==> config.mk <==
export PLATFORM = sky130hd
export DESIGN_NAME = axi_cmd_controller
export DESIGN_NICKNAME = d
export VERILOG_FILES = /design/src/rtl/axi_cmd_controller.sv
export SDC_FILE = /design/constraint.sdc
export NUM_CORES = 1
export LEC_CHECK = 0
export BUFFER_PORTS_ARGS = -buffer_cell sky130_fd_sc_hd__buf_2
export CAP_MARGIN = 20
export CORE_AREA = 2 2 186 188
export CTS_CLUSTER_SIZE = 24
export DETAILED_ROUTE_END_ITERATION = 8
export DIE_AREA = 0 0 188 190
export HOLD_SLACK_MARGIN = 0.03
export RECOVER_POWER = 50
export SETUP_SLACK_MARGIN = 0.02
export SYNTH_ARGS = -nofsm -noshare
export SYNTH_HDL_FRONTEND = slang
export SYNTH_SLANG_ARGS = --single-unit
==> constraint.sdc <==
create_clock -name clk -period 2.8 [get_ports clk]
set_clock_uncertainty 0.05 [all_clocks]
set_input_delay 0.28 -clock clk [delete_from_list [all_inputs] [get_ports clk]]
set_output_delay 0.28 -clock clk [all_outputs]
set_load 0.02 [all_outputs]
==> src/rtl/axi_cmd_controller.sv <==
// Host command sequencer for the regex core: decodes register commands, shares the
// code/string BRAM between host and core, and runs the match session and watchdog.
module axi_cmd_controller #(
   parameter int REG_WIDTH  = 40,
   parameter int ADDR_WIDTH = 12,
   parameter int TIMEOUT_CC = 1048576
) (
   input  logic                  clk,
   input  logic                  rst,
   input  logic [REG_WIDTH-1:0]  cmd_register,
   input  logic [REG_WIDTH-1:0]  address_register,
   input  logic [REG_WIDTH-1:0]  data_in_register,
   input  logic [REG_WIDTH-1:0]  start_cc_pointer_register,
   input  logic [REG_WIDTH-1:0]  end_cc_pointer_register,
   output logic [REG_WIDTH-1:0]  status_register,
   output logic [REG_WIDTH-1:0]  data_o_register,
   output logic                  mem_en,
   output logic                  mem_we,
   output logic [ADDR_WIDTH-1:0] mem_addr,
   output logic [REG_WIDTH-1:0]  mem_wdata,
   input  logic [REG_WIDTH-1:0]  mem_rdata,
   output logic                  core_start,
   output logic                  core_rst,
   output logic [REG_WIDTH-1:0]  core_start_ptr,
   output logic [REG_WIDTH-1:0]  core_end_ptr,
   input  logic                  core_mem_en,
   input  logic [ADDR_WIDTH-1:0] core_mem_addr,
   input  logic                  core_done,
   input  logic                  core_accept
);

   typedef enum logic [1:0] {S_IDLE, S_RUN, S_DONE} state_t;
   typedef enum logic [2:0] {
      ST_IDLE     = 3'd0,
      ST_RUNNING  = 3'd1,
      ST_ACCEPTED = 3'd2,
      ST_REJECTED = 3'd3,
      ST_ERROR    = 3'd4
   } status_t;

   localparam logic [REG_WIDTH-1:0] CMD_WRITE   = REG_WIDTH'(1);
   localparam logic [REG_WIDTH-1:0] CMD_READ    = REG_WIDTH'(2);
   localparam logic [REG_WIDTH-1:0] CMD_START   = REG_WIDTH'(3);
   localparam logic [REG_WIDTH-1:0] CMD_RESET   = REG_WIDTH'(4);
   localparam logic [REG_WIDTH-1:0] CMD_ELAPSED = REG_WIDTH'(5);
   localparam logic [REG_WIDTH-1:0] TO_LAST =
      (TIMEOUT_CC == 0) ? '0 : REG_WIDTH'(TIMEOUT_CC - 1);

   state_t                 state_q, state_d;
   status_t                status_q, status_d;
   logic [REG_WIDTH-1:0]   cnt_q, cnt_d;
   logic [REG_WIDTH-1:0]   dout_q, dout_d;
   logic [REG_WIDTH-1:0]   sptr_q, sptr_d;
   logic [REG_WIDTH-1:0]   eptr_q, eptr_d;
   logic                   rd_pend_q, rd_pend_d;
   logic                   start_q, start_d;
   logic                   crst_q, crst_d;

   logic cmd_write, cmd_read, cmd_start, cmd_reset, cmd_elapsed;
   logic unused_addr_hi;

   assign cmd_write   = (cmd_register == CMD_WRITE);
   assign cmd_read    = (cmd_register == CMD_READ);
   assign cmd_start   = (cmd_register == CMD_START);
   assign cmd_reset   = (cmd_register == CMD_RESET);
   assign cmd_elapsed = (cmd_register == CMD_ELAPSED);

   assign unused_addr_hi = ^address_register[REG_WIDTH-1:ADDR_WIDTH];

   // BRAM belongs to the core only while a session is running
   always_comb begin
      mem_en    = 1'b0;
      mem_we    = 1'b0;
      mem_addr  = address_register[ADDR_WIDTH-1:0];
      mem_wdata = data_in_register;
      if (state_q == S_RUN) begin
         mem_en   = core_mem_en;
         mem_addr = core_mem_addr;
      end else begin
         mem_we = cmd_write;
         mem_en = cmd_write | cmd_read;
      end
   end

   always_comb begin
      state_d   = state_q;
      status_d  = status_q;
      cnt_d     = cnt_q;
      dout_d    = dout_q;
      sptr_d    = sptr_q;
      eptr_d    = eptr_q;
      rd_pend_d = cmd_read && (state_q != S_RUN);
      start_d   = 1'b0;
      crst_d    = 1'b0;

      if (rd_pend_q)
         dout_d = mem_rdata;
      // elapsed readout takes priority over a read landing in the same cycle
      if (cmd_elapsed)
         dout_d = cnt_q;

      case (state_q)
         S_IDLE: begin
            if (cmd_start) begin
               state_d  = S_RUN;
               status_d = ST_RUNNING;
               cnt_d    = '0;
               sptr_d   = start_cc_pointer_register;
               eptr_d   = end_cc_pointer_register;
               start_d  = 1'b1;
            end
         end
         S_RUN: begin
            if (core_done) begin
               state_d  = S_DONE;
               status_d = core_accept ? ST_ACCEPTED : ST_REJECTED;
            end else if ((TIMEOUT_CC != 0) && (cnt_q == TO_LAST)) begin
               state_d  = S_DONE;
               status_d = ST_ERROR;
            end else if (cnt_q != '1) begin
               cnt_d = cnt_q + REG_WIDTH'(1);
            end
         end
         S_DONE:  ;
         default: state_d = S_IDLE;
      endcase

      // host abort wins over anything the session did this cycle
      if (cmd_reset) begin
         state_d  = S_IDLE;
         status_d = ST_IDLE;
         cnt_d    = '0;
         start_d  = 1'b0;
         crst_d   = 1'b1;
      end
   end

   always_ff @(posedge clk) begin
      if (rst) begin
         state_q   <= S_IDLE;
         status_q  <= ST_IDLE;
         cnt_q     <= '0;
         dout_q    <= '0;
         sptr_q    <= '0;
         eptr_q    <= '0;
         rd_pend_q <= 1'b0;
         start_q   <= 1'b0;
         crst_q    <= 1'b1;
      end else begin
         state_q   <= state_d;
         status_q  <= status_d;
         cnt_q     <= cnt_d;
         dout_q    <= dout_d;
         sptr_q    <= sptr_d;
         eptr_q    <= eptr_d;
         rd_pend_q <= rd_pend_d;
         start_q   <= start_d;
         crst_q    <= crst_d;
      end
   end

   assign status_register = {{(REG_WIDTH-3){1'b0}}, status_q};
   assign data_o_register = dout_q;
   assign core_start      = start_q;
   assign core_rst        = crst_q;
   assign core_start_ptr  = sptr_q;
   assign core_end_ptr    = eptr_q;

endmodule

# --- Word level (Yosys, flattened, before mapping) ---
# Index checks and enable logic that the tools add are counted.
totals:
  reg_bits: 168
  wordCells: 59
classes:
  n_addsub: 1
  n_eq_ne: 15
  muxes: 21
  bitwise: 3
  reduce_logical: 10
op_table:
  columns: ["op", "n"]
  rows:
  - ["40-bit two-way mux", 6]
  - ["40-bit by 2-bit equality test with 1-bit output, second input constant", 2]
  - ["40-bit by 3-bit equality test with 1-bit output, second input constant", 2]
  - ["40-bit one-hot mux with 2 select lines", 1]
  - ["40-bit by 1-bit adder with 40-bit output, second input constant", 1]
  - ["40-bit by 1-bit equality test with 1-bit output, second input constant", 1]
  - ["40-bit by 20-bit equality test with 1-bit output, second input constant", 1]
  - ["40-bit != test, second input constant", 1]
  - ["12-bit two-way mux", 1]
  - ["3-bit two-way mux", 3]
  - ["2-bit two-way mux", 3]
  - ["2-bit != test, second input constant", 3]
  - ["2-bit one-hot mux with 3 select lines", 1]
  - ["3-bit one-hot mux with 2 select lines", 1]
  - ["3-bit AND reduction", 2]
  - ["1-bit two-way mux", 5]
  - ["5-bit AND reduction", 1]
  - ["2-bit by 1-bit != test with 1-bit output, second input constant", 2]
  - ["2-bit nonzero test", 2]
  - ["3-bit by 2-bit != test with 1-bit output, second input constant", 1]
  - ["3-bit OR reduction", 1]
  - ["2-bit by 1-bit equality test with 1-bit output, second input constant", 1]
  - ["2-bit equality test, second input constant", 1]
  - ["2-bit logical NOT", 1]
  - ["other kinds (5)", 6]

# --- Longest topological paths before layout ---
# Gate-level depths: netlist of the first run.
logic_depth:
  depth_word: 5
  mapped_depth: 9

# --- Worst setup path before layout of the first run ---
# OpenSTA, ideal clock, no wires.
synth_path:
  path_type: "reg2reg"
  from: "register cnt_q[0]"
  to: "register cnt_q[34]"
  arrival_time_ns: 2.188
  required_ns: 2.676
  slack_ns: 0.488
  stages_incl_launch_ff: 9
  period_less_slack_ns: 2.312
  path_cell_list: "dfxtp_1 > ha_1 > and3_4 > nand3_4 > or3_1 > nor4_2 > nand2_1 > or4_1 > a31oi_1"
synth_via:
  elab_chain_len: 5
  elab_cells_between_ends: 10
  cone_classes: "add/sub (1); eq/ne (4); mux (4); reduce/logical (1)"
synth_lines:
  columns: ["item", "line", "text"]
  rows:
  - ["start: declaration", "51", "logic [REG_WIDTH-1:0] cnt_q, cnt_d;"]
  - ["start signal: assignment", "152", "cnt_q <= cnt_d;"]
  - ["40-bit by 1-bit adder with 40-bit output", "121", "cnt_d = cnt_q + REG_WIDTH'(1);"]
  - ["40-bit two-way mux", "120", "end else if (cnt_q != '1) begin"]
  - ["40-bit two-way mux", "117", "end else if ((TIMEOUT_CC != 0) && (cnt_q == TO_LAST)) begin"]
  - ["40-bit two-way mux", "114", "if (core_done) begin"]
  - ["40-bit one-hot mux with 2 select lines", "102", "case (state_q)"]
# Several ways; a longest one is shown, not always the timed one. The select of a mux whose other input is x is not followed.
# A chain may end at the register's enable or synchronous reset.

# --- Worst setup path in the final report of the first run ---
layout_path:
  from: "register cnt_q[1]"
  to: "register cnt_q[34]"
# Same word-level chain as after synthesis.

==> results.py, run 1 <==
metrics = {
    "cells_and_area": {
        "syn2layout_area_growth_pct": 37.2,
        "nFillCells": 3621,
        "multiInputGateArea_um2": 4020,
        "utilization_pct": 32.8,
        "stdcell_area_um2": 11100,
        "drive_gt1_share_pct": 20.8,
        "nets": 1650,
        "seqCellArea_um2": 3360,
    },
    "floorplan": {
        "dieArea_um2": 35700,
        "io_pins": 473,
        "rows": 68,
        "fp.coreArea_um2": 33900,
        "start_util_pct": 23.9,
        "die_x_um": 188,
        "die_h_um": 190,
    },
    "placed_design": {
        "port_buffers": 327,
        "place_area_um2": 9960,
        "pre_cts_ws_ps": 120,
        "place_congestion": 0.874,
        "post-dp-hpwl_mm": 19.7,
    },
    "clock_tree": {
        "path_clk_slew_ps": 70,
        "clock_sinks": 168,
        "cts_max_path_buffers": 2,
        "cts_setup_buffers": 0,
        "root_buffer": "clkbuf_16",
        "cts_tree": "done",
        "cts-resized-gates": 0,
        "clock_latency_ps": 440,
        "cts_max_level": 4,
        "cts_hold_repair.buffers": 75,
        "cts_inserted_buffers": 17,
    },
    "setup_path": {
        "cpPeakStageDelay_ps": 470,
        "arrival_ps": 2860,
        "critPathRequiredTime_ps": 3110,
        "crit_type": "reg2reg",
        "reg2reg_from": "cnt_q[1]",
        "crit_start": "cnt_q[1]",
        "cp_max_fo": 6,
        "slowest_stage": "or4_1",
        "crit_path_start_kind": "flip-flop",
        "critPathCaptureType": "flip-flop",
        "worstPathCellList": "ha_1, and3_4, nand3_4, or3_1, nor4_2, buf_4, nand2_1, or4_1, a31oi_1",
    },
    "timing": {
        "setup_viol": 0,
        "final-max-slew-violation-count": 0,
        "worst_pin_slew_ps": 902,
        "rsz0062_at_grt": "false",
        "timing.final.crit_share_pct": 91.0,
        "finalCriticalPeriod_ps": 2550,
        "setup_tns_ps": 0,
        "relSlewSlack_pct": 39.9,
        "fmax_mhz": 393,
        "setup_ws_ps": 252,
        "hold_violations": 0,
    },
    "logic_synthesis": {
        "yosys.area.top_type": "dfxtp_1",
        "synth_most_common_cell": "nand2_1",
        "async_reset_ff_share_pct": 0,
        "ys_seq_area_share_pct": 41.5,
        "synth_top_family_by_area": "simple AND/OR/NAND/NOR gates",
        "netlist_instances": 1040,
        "yosys_most_used_dff": "dfxtp_1",
        "synth_area_um2": 8110,
        "synthTopCellsByCount": "238 x nand2_1, 168 x dfxtp_1, 120 x a21oi_1",
        "synth_compound_gate_area_share_pct": 15.8,
        "synth_edf_count": 0,
        "synth_top_area_share_pct": 41.5,
        "synth_simple_gate_area_share_pct": 26.1,
        "synth.distinct_cells": 54,
        "synthTopCellsByArea": "dfxtp_1 41%, nand2_1 11%, a21oi_1 7.4%",
        "synth_warnings": 0,
        "synthAdderAreaFrac_pct": 0.154,
        "synth_xor_area_share_pct": 0.216,
        "yosys-mux-area-fraction_pct": 5.46,
        "synth.avg_cell_area_um2": 7.80,
        "ys_ff_latch": 168,
    },
    "routing": {
        "ant_nets": 0,
        "first_pass_iters": 5,
        "via_per_inst": 4.65,
        "vias": 8649,
        "drtIter0Drc": 458,
        "routedWlPerCell_um": 15.2,
        "drcViolationCount": 0,
        "wl_mm": 28.2,
    },
    "grt": {
        "grt_start_max_net_pins": 81,
        "antenna_found_initial": 2,
        "grt_usage_pct": 15.5,
        "grt_first_pass_wirelength_mm": 44.1,
        "grt_pass1_vias": 8507,
        "overflow": 0,
    },
    "worst_hold_path": {
        "hold_start": "end_cc_pointer_register[36]",
        "min-delay-path-class": "in2reg",
    },
    "pwr": {
        "ir_drop_mv": 0.420,
        "p_leak_uw": 0.00417,
        "power.density_nw_per_um2": 463,
    },
    "outcome": {
        "outcome": "completed",
    },
    "flow_run": {
        "maxCapViolCount": 0,
    },
}
==> area by class of cell <==
cell class	count	area share, %
Multi-Input combinational cell	757	36.1
Sequential cell	168	30.2
Timing Repair Buffer	443	23.1
Tap cell	455	5.12
Clock buffer	18	3.95
Clock inverter	14	1.35
Inverter	5	0.169
Antenna cell	1	0.0225
==> worst paths after layout <==
| path | endpoint | slack [ps] | depth (start not counted) |
|---|---|---|---|
| worst max-delay path | cnt_q[34] | 250 | 9 |
| worst min-delay path | core_end_ptr[36] | 70 | 3 |
| worst max register to register | cnt_q[34] | 250 | 9 |
| worst min register to register | core_end_ptr[16] | 400 | 2 |
==> cells in the final DEF (no fill, tap or decap), types with 39 or more instances in the layout <==
master and n:
buf_4 39, nand2_1 238, a21oi_1 120, nor2_1 77
mux2i_1 42, a211oi_1 43, clkbuf_1 125, dfxtp_1 167
buf_2 201, dlygate4sd3_1 75
==> cell families after synthesis <==
family / after synthesis
flip-flops: 168
adder cells (fa/ha/maj): 1
buffers and inverters: 151
other: 1
AO/OA/AOI/OAI: 221
multiplexers: 44
XOR/XNOR: 2
AND/OR/NAND/NOR: 452
==> worst max-delay path: cells and delay by family (launching register included) <==
kind | cells | cell delay (ps)
AO/OA/AOI/OAI | 1 | 170
buffers and inverters | 1 | 190
flip-flops | 1 | 390
AND/OR/NAND/NOR | 6 | 1440
adder cells (fa/ha/maj) | 1 | 220
==> where the power goes <==
part	internal, uW	switching [uW]	leakage [uW]
registers	2390	0.607	0.00135
clock network	1340	1060	0.000282
logic	186	175	0.00253
total	3920	1230	0.00417
==> per-layer routing <==
| layer | wire length [um] | up-vias | global-route usage, % |
|---|---|---|---|
| li1 | - | 4208 | - |
| met1 | 11600 | 4024 | 17.9 |
| met2 | 13800 | 372 | 26.7 |
| met3 | 2240 | 43 | 4.96 |
| met4 | 577 | 2 | 5.72 |
| met5 | 16 | - | 0 |
==> stage by stage <==
step | power (uW) | cells | hold WS (ps)
after detailed placement | 2720 | 1753 | 390
after global routing | 5360 | 1861 | 60.4
final | 5150 | 1861 | 74.8
after global placement | 2720 | 1753 | 385
after CTS | 5270 | 1860 | 35.6
after floorplan | 2680 | 1076 | 307
==> flip-flops by register name, indices dropped and copies added (netlist names) <==
name             count
cnt_q               40
core_end_ptr        40
core_start_ptr      40
data_o_register     40
status_q             3
state_q              2
core_rst             1
core_start           1
rd_pend_q            1
Note: power is estimated with default switching activity, not from simulation.
==> run 2, diff against run 1 <==
BUFFER_PORTS_ARGS = not set   (was -buffer_cell sky130_fd_sc_hd__buf_2)
CORE_AREA = 2 2 183 185   (was 2 2 186 188)
DIE_AREA = 0 0 185 187   (was 0 0 188 190)
DONT_BUFFER_PORTS = 1   (was not set)
==> run 2 against run 1 <==
Count of clock-buffer cells in the layout stayed put. Combinational power is 29% lower. Sequential cell count stayed put. Register-to-register slack worse by 30 ps. Global-route usage is 0.23 points higher. Total power is 2.9% lower. Die area is 3.1% lower. Critical path depth is 2 lower. Core utilization is 2.5 points lower. Sequential power hardly changed.
==> results.py, run 2 (same netlist as run 1, synthesis figures left out) <==
metrics = {
    "timing": {
        "worst_pin_slew_ps": 876,
        "rsz0062_at_grt": "false",
        "setup_tns_ps": 0,
        "final-max-slew-violation-count": 0,
        "setup_viol": 0,
        "hold_violations": 0,
        "finalCriticalPeriod_ps": 2580,
        "fmax_mhz": 388,
        "relSlewSlack_pct": 41.6,
        "timing.final.crit_share_pct": 92.1,
    },
    "routing": {
        "vias": 7602,
        "drtIter0Drc": 485,
        "first_pass_iters": 6,
        "drcViolationCount": 0,
        "ant_nets": 0,
        "via_per_inst": 4.88,
        "routedWlPerCell_um": 17.8,
        "wl_mm": 27.7,
    },
    "cells_and_area": {
        "final_common_cell": "nand2_1",
        "drive_gt1_share_pct": 7.50,
        "stdcell_area_um2": 9940,
        "nets": 1352,
        "stdcell_count": 1558,
        "syn2layout_area_growth_pct": 22.5,
        "utilization_pct": 30.2,
        "final_cell_mix": "238 x nand2_1, 167 x dfxtp_1, 120 x a21oi_1",
    },
    "grt": {
        "gr-usage-met1_pct": 18.0,
        "grt_first_pass_wirelength_mm": 41.8,
        "met2_usage_pct": 26.8,
        "overflow": 0,
        "grt_pass1_vias": 7379,
        "antenna_found_initial": 2,
        "gr-max-usage-layer": "met2",
        "grt_start_max_net_pins": 122,
        "use_met3_pct": 5.22,
        "grt_usage_pct": 15.7,
    },
    "placed_design": {
        "port_buffers": 0,
        "place_congestion": 0.890,
        "placed_cells": 1412,
        "place_area_um2": 8240,
        "post-dp-hpwl_mm": 18.6,
    },
    "clock_tree": {
        "cts_inserted_buffers": 17,
        "cts_tree": "done",
        "cts_max_level": 4,
        "cts_max_path_buffers": 2,
        "cts-resized-gates": 0,
        "root_buffer": "clkbuf_16",
        "path_clk_slew_ps": 70,
        "clock_latency_ps": 450,
        "clock_sinks": 168,
    },
    "setup_path": {
        "critPathRequiredTime_ps": 3100,
        "crit_type": "reg2reg",
        "arrival_ps": 2880,
        "critPathCaptureType": "flip-flop",
        "crit_path_start_kind": "flip-flop",
        "cp_max_fo": 8,
    },
    "worst_hold_path": {
        "min-delay-path-class": "in2reg",
    },
    "floorplan": {
        "dieArea_um2": 34600,
        "rows": 67,
        "die_x_um": 185,
        "die_h_um": 187,
        "io_pins": 473,
        "fp.coreArea_um2": 32900,
        "start_util_pct": 24.7,
    },
    "pwr": {
        "p_leak_uw": 0.00335,
        "power.density_nw_per_um2": 503,
        "ir_drop_mv": 0.441,
    },
    "outcome": {
        "outcome": "completed",
    },
    "flow_run": {
        "maxCapViolCount": 0,
    },
}
-- run 2: changes by cell type in the layout (fill, tap and decap cells not counted), sizes merged --
cell,change
diode,+2
inv,+6
bufinv,-1
clkinv,-2
clkbuf,-126
dlygate4sd3,+35
buf,-207
clkinvlp,-3
-- run 2: layout make-up --
class                           instances  area [um^2]
Timing Repair Buffer                  145         1410
Clock inverter                         14          135
Fill cell                            3455        22900
Multi-Input combinational cell        757         4010
Inverter                                5         18.8
Sequential cell                       168         3360
Clock buffer                           18          429
Antenna cell                            3         7.51
Tap cell                              448          561
-- run 2: repair_timing --
action                                 CTS  global route
endpoints found under the hold margin  125             0
setup buffers                            0             0
hold buffers                           111             0
-- run 2: layer usage --
layer	share of wire, %	up-vias	wire (um)
li1	-	3619	-
met1	40	3564	11000
met2	49	365	13600
met3	8.4	54	2320
met4	2.6	0	713
met5	0	-	0
-- run 2: report_power, final --
part / total, uW / switching, uW / internal, uW
logic: 258 / 136 / 121
registers: 2390 / 1.47 / 2390
clock network: 2350 / 1100 / 1250
total: 5000 / 1240 / 3760
-- run 2: metrics by stage --
stage	worst slack (ps)	hold slack [ps]	total power [uW]
global route	24.1	43.5	5180
finish	221	47.0	5000
detailed placement	147	312	2540
CTS	257	30.1	5080
global placement	187	303	2540
floorplan	488	307	2680
-- run 2: worst paths after layout --
path | start | endpoint | slack [ps] | cells past startpoint
worst max-delay path | cnt_q[30] | cnt_q[7] | 220 | 7
worst min-delay path | mem_rdata[34] | data_o_register[34] | 50 | 2
worst max register to register | cnt_q[30] | cnt_q[7] | 220 | 7
worst min register to register | cnt_q[0] | cnt_q[0] | 450 | 1
-- run 2: critical path: stages (launching register included) --
cell and delay (ps):
dfxtp_1 390, nor4_1 630, nand4_1 200, o2bb2ai_1 430, nand2_1 300, nand2_1 170
a21oi_1 80, a211oi_1 230
==> run 3, diff against run 2 <==
MAX_ROUTING_LAYER = met4   (was not set)
SETUP_SLACK_MARGIN = not set   (was 0.02)
==> run 3 against run 2 <==
Critical endpoint unchanged. Via count barely moved. Critical path depth did not move. Worst setup slack got worse by 5.7 ps. Clock power barely moved. Cell count barely moved. Critical path type unchanged. Design area barely moved.
==> results.py, run 3 (same netlist as run 1, synthesis figures left out) <==
metrics = {
    "worst_hold_path": {
        "min_path_cells": 2,
        "hold_start": "mem_rdata[34]",
        "hold_path_end": "data_o_register[34]",
        "min-delay-path-class": "in2reg",
    },
    "floorplan": {
        "dieArea_um2": 34600,
        "die_x_um": 185,
        "start_util_pct": 24.7,
        "fp.coreArea_um2": 32900,
        "die_h_um": 187,
        "io_pins": 473,
        "rows": 67,
    },
    "grt": {
        "overflow": 0,
        "grt_pass1_vias": 7374,
        "grt_usage_pct": 16.2,
        "grt_start_max_net_pins": 122,
        "grt_first_pass_wirelength_mm": 41.8,
        "antenna_found_initial": 2,
    },
    "placed_design": {
        "place_congestion": 0.905,
        "post-dp-hpwl_mm": 18.6,
        "port_buffers": 0,
    },
    "clock_tree": {
        "cts_setup_buffers": 0,
        "cts-resized-gates": 0,
        "cts_tree": "done",
        "cts_max_level": 4,
        "root_buffer": "clkbuf_16",
        "cts_max_path_buffers": 2,
        "cts_inserted_buffers": 17,
        "clock_latency_ps": 440,
        "clock_sinks": 168,
        "path_clk_slew_ps": 70,
    },
    "cells_and_area": {
        "final_cell_mix": "238 x nand2_1, 167 x dfxtp_1, 120 x a21oi_1",
        "drive_gt1_share_pct": 7.50,
        "final_common_cell": "nand2_1",
        "syn2layout_area_growth_pct": 22.5,
        "nets": 1352,
        "utilization_pct": 30.2,
    },
    "setup_path": {
        "rr_endpoint": "cnt_q[7]",
        "reg2reg_from": "cnt_q[30]",
        "arrival_ps": 2890,
        "reg2reg_slack_ps": 220,
        "critPathRequiredTime_ps": 3100,
        "critPathCaptureType": "flip-flop",
        "crit_type": "reg2reg",
        "reg2regPathDepth": 7,
        "crit_path_start_kind": "flip-flop",
        "cp_max_fo": 8,
    },
    "timing": {
        "final-max-slew-violation-count": 0,
        "setup_tns_ps": 0,
        "fmax_mhz": 387,
        "hold_violations": 0,
        "finalCriticalPeriod_ps": 2580,
        "worst_pin_slew_ps": 865,
        "setup_viol": 0,
        "relSlewSlack_pct": 42.4,
        "timing.final.crit_share_pct": 92.3,
        "rsz0062_at_grt": "false",
    },
    "routing": {
        "first_pass_iters": 5,
        "ant_nets": 0,
        "via_per_inst": 4.88,
        "wl_mm": 27.7,
        "routedWlPerCell_um": 17.8,
        "drtIter0Drc": 493,
        "vias": 7603,
        "drcViolationCount": 0,
    },
    "pwr": {
        "ir_drop_mv": 0.439,
        "finalPower_uw": 5000,
        "power.density_nw_per_um2": 503,
        "p_leak_uw": 0.00335,
    },
    "outcome": {
        "outcome": "completed",
    },
    "flow_run": {
        "maxCapViolCount": 0,
    },
}
run 3: changes by cell type in the layout (fill, tap and decap cells not counted):
cell / delta
diode_2: -1
run 3: where the power goes:
group	switching (uW)	total (uW)	internal, uW
sequential	1.47	2390	2390
combinational	136	258	121
clock	1100	2350	1250
total	1240	5000	3760
run 3: layout make-up:
class / instances / area (um^2)
Inverter: 5 / 18.8
Multi-Input combinational cell: 757 / 4010
Antenna cell: 2 / 5.00
Sequential cell: 168 / 3360
Clock inverter: 14 / 135
Clock buffer: 18 / 429
Tap cell: 448 / 561
Timing Repair Buffer: 145 / 1410
Fill cell: 3456 / 22900
run 3: what timing repair did:
item | 4_1_cts | 5_1_grt
hold endpoints to repair | 125 | 0
endpoints found under the setup margin | 0 | 0
hold buffers | 111 | 0
run 3: per-layer routing:
metal  track usage [%]  vias to the layer above  routed length [um]
met5                 -                        -                   0
met4              6.26                        0                 714
met3              4.87                       49                2140
met2              26.7                      347               13600
met1              18.3                     3593               11200
li1                  -                     3614                   -
run 3: worst max-delay path, cell delays in order, from the launching register on:
cell and delay, ps:
dfxtp_1 390, nor4_1 640, nand4_1 200, o2bb2ai_1 440, nand2_1 290, nand2_1 170
a21oi_1 80, a211oi_1 230
run 3: how the worst max path moves through the flow:
stage                      from  depth (start not counted)         to
3_5_place_dp   cmd_register[37]                          7  cnt_q[31]
5_1_grt               cnt_q[30]                          7  cnt_q[11]
3_3_place_gp   cmd_register[37]                          7  cnt_q[31]
6_report              cnt_q[30]                          7   cnt_q[7]
4_1_cts                cnt_q[0]                          9  cnt_q[34]
2_1_floorplan          cnt_q[0]                          8  cnt_q[34]
run 3: through the flow:
stage | hold slack (ps) | std cells | cell area [um^2] | worst slack [ps]
after floorplan | 307 | 1076 | 8250 | 488
after global placement | 303 | 1412 | 8240 | 187
after detailed placement | 312 | 1412 | 8240 | 147
after CTS | 30.1 | 1555 | 9940 | 257
after global routing | 42.4 | 1557 | 9940 | 24.2
final | 47.9 | 1557 | 9940 | 216
